==> src/rtl/dmi_req_bridge.sv <==
// DMI request bridge: turns DTM command pulses into a valid/ready request toward the debug
// module, tracks the response, and reports RISC-V-debug-style sticky op status to the DTM.
module dmi_req_bridge #(
  parameter int unsigned AWIDTH         = 7,
  parameter int unsigned TIMEOUT_CYCLES = 1023,
  parameter int unsigned CNT_W          = 10
) (
  input  logic              clk,
  input  logic              rst_n,
  input  logic              dmi_reg_en,
  input  logic              dmi_reg_wr_en,
  input  logic [AWIDTH-1:0] dmi_reg_addr,
  input  logic [31:0]       dmi_reg_wdata,
  input  logic              dmi_hard_reset,
  output logic [31:0]       dmi_reg_rdata,
  output logic [1:0]        rd_status,
  output logic              req_valid,
  input  logic              req_ready,
  output logic              req_write,
  output logic [AWIDTH-1:0] req_addr,
  output logic [31:0]       req_wdata,
  input  logic              resp_valid,
  input  logic [31:0]       resp_rdata,
  input  logic              resp_err,
  output logic              req_abort
);

  typedef enum logic [1:0] {StIdle, StReq, StWait} state_e;

  localparam logic [CNT_W-1:0] CntMax = CNT_W'(TIMEOUT_CYCLES - 1);

  state_e            r_state;
  logic [1:0]        r_sticky;
  logic [CNT_W-1:0]  r_cnt;
  logic              r_req_valid;
  logic              r_req_write;
  logic [AWIDTH-1:0] r_req_addr;
  logic [31:0]       r_req_wdata;
  logic [31:0]       r_dmi_rdata;
  logic [1:0]        r_rd_status;
  logic              r_req_abort;
  logic              r_hr_sync1;
  logic              r_hr_sync2;
  logic              r_hr_sync3;

  logic              w_hr_pulse;
  logic              w_expired;
  logic [1:0]        w_sticky_fail;
  logic [1:0]        w_rd_status_next;

  assign w_hr_pulse    = r_hr_sync2 & ~r_hr_sync3;
  assign w_expired     = (r_cnt == CntMax);
  // A failure must not downgrade an overrun already recorded for this op.
  assign w_sticky_fail = (r_sticky == 2'b11) ? 2'b11 : 2'b10;

  // Status seen by the DTM: sticky error first, then busy while an op is in flight.
  always_comb begin
    w_rd_status_next = 2'b00;
    if (r_sticky != 2'b00) begin
      w_rd_status_next = r_sticky;
    end else if (r_state != StIdle) begin
      w_rd_status_next = 2'b11;
    end
  end

  // Synchronise the TCK-domain hard reset and keep a delayed copy for rising-edge detect.
  always_ff @(posedge clk) begin
    if (!rst_n) begin
      r_hr_sync1 <= 1'b0;
      r_hr_sync2 <= 1'b0;
      r_hr_sync3 <= 1'b0;
    end else begin
      r_hr_sync1 <= dmi_hard_reset;
      r_hr_sync2 <= r_hr_sync1;
      r_hr_sync3 <= r_hr_sync2;
    end
  end

  // Request FSM with registered request, status, data and abort outputs.
  always_ff @(posedge clk) begin
    if (!rst_n) begin
      r_state     <= StIdle;
      r_sticky    <= 2'b00;
      r_cnt       <= '0;
      r_req_valid <= 1'b0;
      r_req_write <= 1'b0;
      r_req_addr  <= '0;
      r_req_wdata <= '0;
      r_dmi_rdata <= '0;
      r_rd_status <= 2'b00;
      r_req_abort <= 1'b0;
    end else begin
      r_req_abort <= 1'b0;
      r_rd_status <= w_rd_status_next;
      if (w_hr_pulse) begin
        // Hard reset wins over everything, including a command on the same cycle.
        r_state     <= StIdle;
        r_sticky    <= 2'b00;
        r_req_valid <= 1'b0;
        r_cnt       <= '0;
        r_req_abort <= (r_state != StIdle);
      end else begin
        case (r_state)
          StIdle: begin
            r_cnt <= '0;
            if (dmi_reg_en && (r_sticky == 2'b00)) begin
              r_req_write <= dmi_reg_wr_en;
              r_req_addr  <= dmi_reg_addr;
              r_req_wdata <= dmi_reg_wdata;
              r_req_valid <= 1'b1;
              r_state     <= StReq;
            end
          end
          StReq: begin
            if (req_ready) begin
              r_req_valid <= 1'b0;
              r_cnt       <= '0;
              r_state     <= StWait;
            end else if (w_expired) begin
              r_sticky    <= w_sticky_fail;
              r_req_abort <= 1'b1;
              r_req_valid <= 1'b0;
              r_state     <= StIdle;
            end else begin
              r_cnt <= r_cnt + CNT_W'(1);
            end
            if (dmi_reg_en) begin
              r_sticky <= 2'b11;
            end
          end
          StWait: begin
            r_cnt <= r_cnt + CNT_W'(1);
            // A response on the expiry cycle counts as normal completion.
            if (resp_valid) begin
              if (resp_err) begin
                r_sticky <= w_sticky_fail;
              end else if (!r_req_write) begin
                r_dmi_rdata <= resp_rdata;
              end
              r_state <= StIdle;
            end else if (w_expired) begin
              r_sticky    <= w_sticky_fail;
              r_req_abort <= 1'b1;
              r_state     <= StIdle;
            end
            if (dmi_reg_en) begin
              r_sticky <= 2'b11;
            end
          end
          default: begin
            r_state     <= StIdle;
            r_req_valid <= 1'b0;
          end
        endcase
      end
    end
  end

  assign dmi_reg_rdata = r_dmi_rdata;
  assign rd_status     = r_rd_status;
  assign req_valid     = r_req_valid;
  assign req_write     = r_req_write;
  assign req_addr      = r_req_addr;
  assign req_wdata     = r_req_wdata;
  assign req_abort     = r_req_abort;

endmodule

==> config.mk <==
export PLATFORM = sky130hd
export DESIGN_NAME = dmi_req_bridge
export DESIGN_NICKNAME = d
export VERILOG_FILES = /design/src/rtl/dmi_req_bridge.sv
export SDC_FILE = /design/constraint.sdc
export NUM_CORES = 1
export LEC_CHECK = 0
export CELL_PAD_IN_SITES_DETAIL_PLACEMENT = 1
export CELL_PAD_IN_SITES_GLOBAL_PLACEMENT = 1
export CORE_MARGIN = 3
export CORE_UTILIZATION = 33
export DETAILED_ROUTE_END_ITERATION = 12
export PLACE_DENSITY = 0.95
export SLEW_MARGIN = 20
export SYNTH_ARGS = -nofsm -noshare
export SYNTH_HDL_FRONTEND = slang
export SYNTH_SLANG_ARGS = --single-unit
==> constraint.sdc <==
create_clock -name clk -period 4.1 [get_ports clk]
set_input_delay 0.82 -clock clk [delete_from_list [all_inputs] [get_ports clk]]
set_output_delay 0.82 -clock clk [all_outputs]
set_load 0.1 [all_outputs]
==> reports/metrics.csv, run 1 <==
metric,value,unit
insertion delay to the later sink of the worst-skew pair,0.34,ns
Mapped Avg Cell Area,8.482,um2
count of final hold-check violations,0,
post-CTS sizing,0,
DRC,0,
Final Skew,0.007003,ns
Setup TNS Final,0,ns
CP endpoint kind,output pin,
register area share after synthesis,50.00,%
"Critical Path, Cell by Cell",clkdlybuf4s50_1,
Synth Area in Compound Gates,22.11,%
Post-synth ARST share,0,%
max_cap viols,0,
worst setup path startpoint,req_write,
initial antenna violation count,1,
Critical Path RT,3.28,ns
slowest cell delay on critical path,1.19,ns
end of the critical path,req_write,
Hold Buf Count CTS,0,
initial core utilization,34.05,%
# port buffers,154,
first-pass GRT wire length,19400,um
core area,10940,um2
crit path time final,2.759,ns
"Slowest-stage cell, CP",clkdlybuf4s50_1,
gr usage total,18.79,%
Mapped Cells,439,
estimated wirelength of the detail-placed design,8660,um
Unique masters post-synth,38,
crit path DAT,1.94,ns
max-slew violations,0,
RSZ-0062 raised after global routing,false,
Mapped Nets,524,
# diodes,0,
R2R cell count,6,
PwrDens,440.6,nW/um2
vias per cell,4.957,
Avg WL per Cell,16.38,um
DRT antenna net count,0,
Netlist Area Pre-Place,3724,um2
largest net degree at the start of global routing,80,
Seq cells post-synth,93,
simple-gate portion of the synthesized area,21.71,%
final setup fails,0,
vias,3594,
Rows,38,
Worst-path clk slew,0.06,ns
Post-CTS Setup Bufs,0,
r2r startpoint,r_state[0],
XOR/XNOR Fraction of Synth Area,0,%
Die W,112.2,um
Slew HR,31.40,%
Crit. path cell count,1,
final worst-path cycle share,67.28,%
Final nets,665,
status,"finished, final reports clean",
Routed Wire Length,11870,um
mux cell area share after synthesis,0.2688,%
FF-to-FF End,dmi_reg_rdata[11],
main combinational cell family by area after synthesis,compound AO/OA/AOI/OAI gates,
Max Fclk,0.3625,GHz
deepest clock path buffer count,2,
total congestion overflow,0,
CTS tree,done,
number of global-route vias before repair,3871,
H-tree depth,3,
worst path buffer plus inverter count,1,
utilization after layout,51.90,%
Peak VDD IR,0.1921,mV
global placement routability congestion,0.8635,
die area,12590,um2
io pins,155,
Crit Path Category,flip-flop to output pin,
CP Max Fanout,4,
"Primary FF master, synth",dfxtp_1,
CTS Buf Count,9,
Reg2Reg Setup Slack,1.80,ns
Hold Crit Class,flip-flop to flip-flop,
DIE HEIGHT,112.2,um
CTS Sinks,93,
Worst Max-Slew Pin Slew,1.029,ns
Post-Synth Adder-Cell Area,2.016,%
CP Launch Type,flip-flop,
Post-synth EDFFs,0,
"Area growth, synth to finish",52.42,%
P_leak,0.001968,uW
Synth Warn #,0,
drt pass-1 iters,4,
worst hold slack,0.4635,ns
Worst path top cell family by delay,buffers and inverters,
CTS root buffer,clkbuf_16,
drt first-iter violations,128,
layout cells sized above 1,3.590,%
==> power by group <==
part	switching, uW	leakage (uW)	internal [uW]
clock	332	0.000156	568
sequential	27.4	0.000756	951
combinational	438	0.00106	185
total	797	0.00197	1700
==> flip-flops by register name, indices dropped and copies added (netlist names), 2 cells and up <==
name           flops
req_addr           7
dmi_reg_rdata     32
r_sticky           2
r_cnt             10
req_wdata         32
r_state            2
rd_status          2
==> cell usage in the layout, fill, tap and decap left out, drive strengths merged, types with 2 or more instances in the layout <==
master / Yosys / routed
nand2b: 3 / 3
dfxtp: 93 / 93
and2: 4 / 4
and3: 2 / 2
inv: 6 / 6
o31ai: 3 / 3
and4: 2 / 2
o21a: 3 / 3
a211oi: 4 / 4
clkbuf: 21 / 13
or4: 3 / 3
nand3b: 2 / 2
or3: 6 / 6
nor2: 5 / 5
bufinv: 0 / 2
o21ai: 6 / 6
buf: 7 / 5
nand4: 2 / 2
a21boi: 72 / 72
o211ai: 3 / 3
a31oi: 2 / 2
clkdlybuf4s50: 0 / 153
ha: 6 / 6
nand3: 4 / 4
a21oi: 14 / 14
nand2: 152 / 152
a41o: 2 / 2
nor2b: 3 / 3
==> cell type report <==
cell class	count	area, um2
Multi-Input combinational cell	312	1722
Inverter	6	22.52
Sequential cell	93	1862
Timing Repair Buffer	158	1567
Clock inverter	3	67.56
Tap cell	140	175.2
Clock buffer	13	260.3
Fill cell	1278	5260
==> stage by stage <==
step                std cells  power [uW]  area [um2]  setup slack [ns]
floorplan                 439        1422        3724             2.176
global route              725        2606        5675             1.294
global placement          709        1609        5348             1.410
detailed placement        709        1625        5348             1.269
CTS                       725        2532        5675             1.324
finish                    725        2501        5675             1.341
==> logic make-up (layout without fill, tap and decap cells) <==
| logic type | count (synthesis) | count (layout) |
|---|---|---|
| flops | 93 | 93 |
| fa+ha+maj | 6 | 6 |
| compound gates | 114 | 114 |
| mux | 1 | 1 |
| simple gates | 191 | 191 |
| buf+inv | 34 | 180 |
==> how the worst min path moves through the flow <==
| stage | startpoint | end | slack, ns | depth (start not counted) |
|---|---|---|---|---|
| 2_1_floorplan | r_hr_sync1 | r_hr_sync2 | 0.41 | 1 |
| 3_3_place_gp | r_hr_sync1 | r_hr_sync2 | 0.42 | 1 |
| 3_5_place_dp | req_wdata[27] | req_wdata[27] | 0.46 | 2 |
| 4_1_cts | req_wdata[27] | req_wdata[27] | 0.47 | 2 |
| 5_1_grt | dmi_reg_rdata[27] | dmi_reg_rdata[27] | 0.49 | 2 |
| 6_report | dmi_reg_rdata[1] | dmi_reg_rdata[1] | 0.46 | 2 |
==> per-layer routing <==
| metal | vias up | routed length (um) | GRT usage, % |
|---|---|---|---|
| met3 | 29 | 631 | 4.798 |
| met5 | - | 13 | 0 |
| met1 | 1712 | 4734 | 20.19 |
| met2 | 104 | 6220 | 34.88 |
| met4 | 2 | 274 | 7.612 |
| li1 | 1747 | - | - |
==> synth_stat cells (all sizes together), types with 4 or more instances <==
cell type  number  area share [%]
a21oi          14             1.9
a211oi          4            0.81
clkbuf         21             2.1
or3             6             1.0
buf             7             1.2
ha              6             2.0
nand2         152              15
nor2            5            0.50
a21boi         72              15
inv             6            0.60
dfxtp          93              50
and2            4            0.67
nand3           4            0.54
o21ai           6            0.81
Note: power is estimated with default switching activity, not from simulation.
==> inputs of run 2 (changes only) <==
- CORE_UTILIZATION: 33 -> 27
- PLACE_DENSITY: 0.95 -> 0.87
- clock period: 4.1 -> 2.45 ns (I/O delays scaled with it)
==> reports/metrics.csv, run 2 (same netlist as run 1, synthesis figures left out) <==
metric,value,unit,change
Post-DP Area,5235,um2,-2.1%
Crit Path Category,flip-flop to flip-flop,,
drt pass-1 iters,4,,unchanged
layout cells sized above 1,17.06,%,+13 points
CTS Sinks,93,,unchanged
estimated wirelength of the detail-placed design,8589,um,-0.82%
H-tree depth,3,,unchanged
Worst-path clk slew,0.07,ns,about the same
max-slew violations,0,,unchanged
core area,13350,um2,+22%
Sw Share,32.00,%,+0.12 points
P_leak,0.002134,uW,+8.4%
post-CTS sizing,0,,unchanged
Die W,123.4,um,+10%
Slew HR,54.95,%,+24 points
slowest cell delay on critical path,0.36,ns,-0.83 ns
CTS root buffer,clkbuf_16,,
CP Launch Type,flip-flop,,
number of global-route vias before repair,3618,,-6.5%
gr usage total,15.01,%,-3.8 points
placed cell count,746,,+5.2%
CP endpoint kind,flip-flop,,
status,"finished, final reports clean",,
crit path time final,2.013,ns,
CP Max Fanout,9,,+5
initial antenna violation count,0,,-1
final setup fails,0,,unchanged
count of final hold-check violations,0,,unchanged
combinational share of power,24.0,%,-0.9 points
die area,15240,um2,+21%
total congestion overflow,0,,unchanged
global placement routability congestion,0.7601,,-12%
Worst Max-Slew Pin Slew,0.6758,ns,-0.3532 ns
# port buffers,154,,unchanged
Final Skew,0.006482,ns,-0.0005217 ns
first-pass GRT wire length,17860,um,-7.9%
DIE HEIGHT,123.4,um,+10%
cell area after layout,5584,um2,-1.6%
Clock Power Share,37.7,%,+1.7 points
PwrDens,765.3,nW/um2,+74%
"Critical Path, Cell by Cell",inv_1 > ha_1 > nor2b_1 > a41oi_1 > a21o_1 > a211oi_1,,
"Area growth, synth to finish",49.97,%,
Setup TNS Final,0,ns,unchanged
Non-Filler Instances,762,,+5.1%
Hold Buf Count CTS,0,,unchanged
"Slowest-stage cell, CP",a21o_1,,
crit path DAT,2.27,ns,+0.33 ns
Max Fclk,0.4967,GHz,
Net Switching,1367,uW,+72%
deepest clock path buffer count,2,,unchanged
sequential share of power,38.3,%,-0.8 points
Post-CTS Setup Bufs,0,,unchanged
Final nets,666,,+0.15%
initial core utilization,27.90,%,-6.2 points
Peak VDD IR,0.3154,mV,+64%
vias per cell,4.652,,-6.2%
insertion delay to the later sink of the worst-skew pair,0.34,ns,about the same
final worst-path cycle share,82.17,%,
DRC,0,,unchanged
worst hold slack,0.4460,ns,-0.01746 ns
internal power,2906,uW,+71%
CTS tree,done,,
Routed Wire Length,11690,um,-1.5%
# diodes,0,,unchanged
"commonest non-fill, non-tap cell in the layout",nand2_1,,
largest net degree at the start of global routing,80,,unchanged
drt first-iter violations,133,,+3.9%
vias,3545,,-1.4%
RSZ-0062 raised after global routing,false,,
Critical Path RT,2.70,ns,-0.58 ns
CTS Buf Count,9,,unchanged
Avg WL per Cell,15.34,um,-6.3%
Rows,42,,+11%
max_cap viols,0,,unchanged
Fillers,1583,,+24%
most frequent cells in the layout,"152 x nand2_1, 93 x dfxtp_1, 79 x buf_4",,
io pins,155,,unchanged
Hold Crit Class,flip-flop to flip-flop,,
DRT antenna net count,0,,unchanged
-- run 2: cell count changes in the layout (fill, tap and decap cells not counted), moves of 2 or more --
cell             previous run  this run
buf_12                      0         2
clkdlybuf4s50_1           153        77
clkbuf_1                    2         0
buf_4                       4        79
-- run 2: area by class of cell --
type	count	area [um2]	area share (%)
clock buffer	10	239.0	4.280
clock inverter	6	110.1	1.972
inverter	6	22.52	0.4033
multi-input combinational	312	1722	30.83
sequential	93	1862	33.34
tap	176	220.2	3.944
timing repair buffer	159	1409	25.23
-- run 2: final timing paths --
path,from,end,slack (ns),cells after the start
worst min-delay path,r_hr_sync1,r_hr_sync2,0.45,1
worst max register to register,r_state[1],r_cnt[1],0.44,6
worst min register to register,r_hr_sync1,r_hr_sync2,0.45,1
worst max-delay path,r_state[1],r_cnt[1],0.44,6
-- run 2: critical path: cells and delay by family, from the launching register on --
family | cells | cell delay, ns
buf+inv | 1 | 0.10
simple gates | 1 | 0.34
compound gates | 3 | 0.92
fa+ha+maj | 1 | 0.21
flops | 1 | 0.35
-- run 2: metal layers --
metal | track usage [%] | vias up | part of all wire [%]
met5 | 0 | - | 0
met4 | 5.952 | 0 | 1.9
met3 | 3.111 | 16 | 4.7
met2 | 27.45 | 83 | 52
met1 | 16.94 | 1696 | 42
li1 | - | 1750 | -
-- run 2: per-stage QoR --
stage               power (uW)  worst slack, ns  utilization [%]
floorplan                 2379           0.5310                -
global placement          2684           0.2922            39.22
detailed placement        2707           0.1776            39.22
CTS                       4331           0.4256            41.84
global route              4446           0.2873            41.84
finish                    4274           0.4368            41.84
-- run 2: power groups by stage --
| stage | Clock [uW] | Sequential [uW] | Combinational [uW] |
|---|---|---|---|
| final | 1610 | 1640 | 1020 |
| after global routing | 1720 | 1650 | 1080 |
| after CTS | 1660 | 1640 | 1040 |
| after detailed placement | 0 | 1670 | 1030 |
| after global placement | 0 | 1670 | 1010 |
| after floorplan | 0 | 2170 | 212 |
==> inputs of run 3 (changes only) <==
- clock period: 2.45 -> 1.75 ns (I/O delays scaled with it)
==> reports/metrics.csv, run 3 (same netlist as run 1, synthesis figures left out) <==
metric,value,unit,change
CTS tree,done,,
met3 Track Usage GR,3.568,%,+0.46 points
Worst-path clk slew,0.07,ns,about the same
CP Launch Type,flip-flop,,
drt pass-1 iters,4,,unchanged
status,"finished, final reports clean",,
CTS root buffer,clkbuf_16,,
Hold Crit Class,flip-flop to flip-flop,,
max-slew violations,0,,unchanged
PwrDens,914.3,nW/um2,+19%
crit path DAT,1.98,ns,-0.29 ns
DRT antenna net count,0,,unchanged
Setup TNS Final,0,ns,unchanged
Worst Hold Launch,r_hr_sync1,,
Sequential Area,1867,um2,+0.27%
"commonest non-fill, non-tap cell in the layout",nand2_1,,
Crit Path Category,flip-flop to flip-flop,,
crit path time final,1.697,ns,-0.3166 ns
met2 usage,35.54,%,+8.1 points
H-tree depth,3,,unchanged
RSZ-0062 raised after global routing,true,,
core area,13350,um2,unchanged
final setup fails,0,,unchanged
# diodes,0,,unchanged
Avg WL per Cell,17.47,um,+14%
Die W,123.4,um,unchanged
Hold Buf Count CTS,0,,unchanged
Multi-input gate area,1782,um2,+3.5%
"Power, Total",6229,uW,+46%
Final Skew,0.009666,ns,+0.003185 ns
M1 GR Usage,17.27,%,+0.34 points
CP endpoint kind,flip-flop,,
vias,3744,,+5.6%
io pins,155,,unchanged
most used routing layer,met2,,
"Area growth, synth to finish",82.96,%,
largest net degree at the start of global routing,80,,unchanged
drt first-iter violations,150,,+13%
# port buffers,154,,unchanged
deepest clock path buffer count,2,,unchanged
initial antenna violation count,1,,+1
global placement routability congestion,0.7686,,+1.1%
vias per cell,4.763,,+2.4%
layout cells sized above 1,23.77,%,+6.7 points
first-pass GRT wire length,20770,um,+16%
most frequent cells in the layout,"152 x nand2_1, 89 x dfxtp_1, 81 x buf_12",,
utilization after layout,51.04,%,+9.2 points
Peak VDD IR,0.3721,mV,+18%
worst setup path startpoint,r_cnt[0],,
CTS Buf Count,9,,unchanged
Worst Max-Slew Pin Slew,0.2924,ns,-0.3834 ns
r2r startpoint,r_cnt[0],,
total congestion overflow,0,,unchanged
max_cap viols,0,,unchanged
insertion delay to the later sink of the worst-skew pair,0.35,ns,about the same
Reg2Reg Setup Slack,0.05,ns,-0.38 ns
final worst-path cycle share,96.95,%,+15 points
Max Fclk,0.5894,GHz,+19%
count of final hold-check violations,0,,unchanged
Critical Path RT,2.04,ns,-0.66 ns
initial core utilization,27.90,%,unchanged
DIE HEIGHT,123.4,um,unchanged
CTS Sinks,93,,unchanged
Routed Wire Length,13730,um,+17%
die area,15240,um2,unchanged
CP Max Fanout,7,,-2
P_leak,0.002508,uW,+18%
Slew HR,80.51,%,+26 points
estimated wirelength of the detail-placed design,10120,um,+18%
Final nets,690,,+3.6%
number of global-route vias before repair,4065,,+12%
DRC,0,,unchanged
Fillers,1511,,-4.5%
Rows,42,,unchanged
gr usage total,17.73,%,+2.7 points
## run 3: cell count changes in the layout (fill, tap and decap cells not counted), sizes merged
cell,change
clkinv,+2
bufinv,-1
buf,+23
## run 3: repair_timing
item,in CTS,in global routing
pin swaps,4,6
buffers inserted,1,1
gates resized for setup,13,37
gates cloned,1,1
endpoints found under the setup margin,23,55
## run 3: final timing paths
kind,to,cells past startpoint
setup / recovery,r_cnt[9],7
hold / removal,r_hr_sync2,1
setup reg to reg,r_cnt[9],7
hold reg to reg,r_hr_sync2,1
## run 3: through the flow
stage	setup WS (ns)	hold slack [ns]	instance area (um2)	std cells
after floorplan	0.0006453	0.4119	3729	439
after global placement	-0.1658	0.4154	6386	767
after detailed placement	-0.3401	0.4257	6386	767
after CTS	0.00003597	0.4445	6756	785
after global routing	-0.03009	0.4806	6813	786
final	0.05339	0.4400	6813	786
## run 3: layer usage
metal	vias up	wire length [um]
met5	-	12
met4	2	313
met3	19	576
met2	76	7835
met1	1847	4996
li1	1800	-
## run 3: power by group
group	internal, uW	total, uW	switching, uW
Sequential	2230	2350	120
Clock	1240	2090	850
Combinational	713	1790	1070
Total	4190	6230	2040
## run 3: area by class of cell
class / instances / area share [%]
well taps: 176 / 3.232
clock inverters: 7 / 1.322
multi-input cells: 312 / 26.15
flip-flops and latches: 93 / 27.40
clock buffers: 9 / 3.306
inverters: 6 / 0.3306
repair buffers: 183 / 38.26
## run 3: worst max-delay path: stages, from the launching register on
cell and delay (ns):
dfxtp_2 0.33, inv_1 0.05, ha_2 0.18, and4_4 0.16, a41o_4 0.28, buf_4 0.15
or3_1 0.35, a21oi_1 0.14
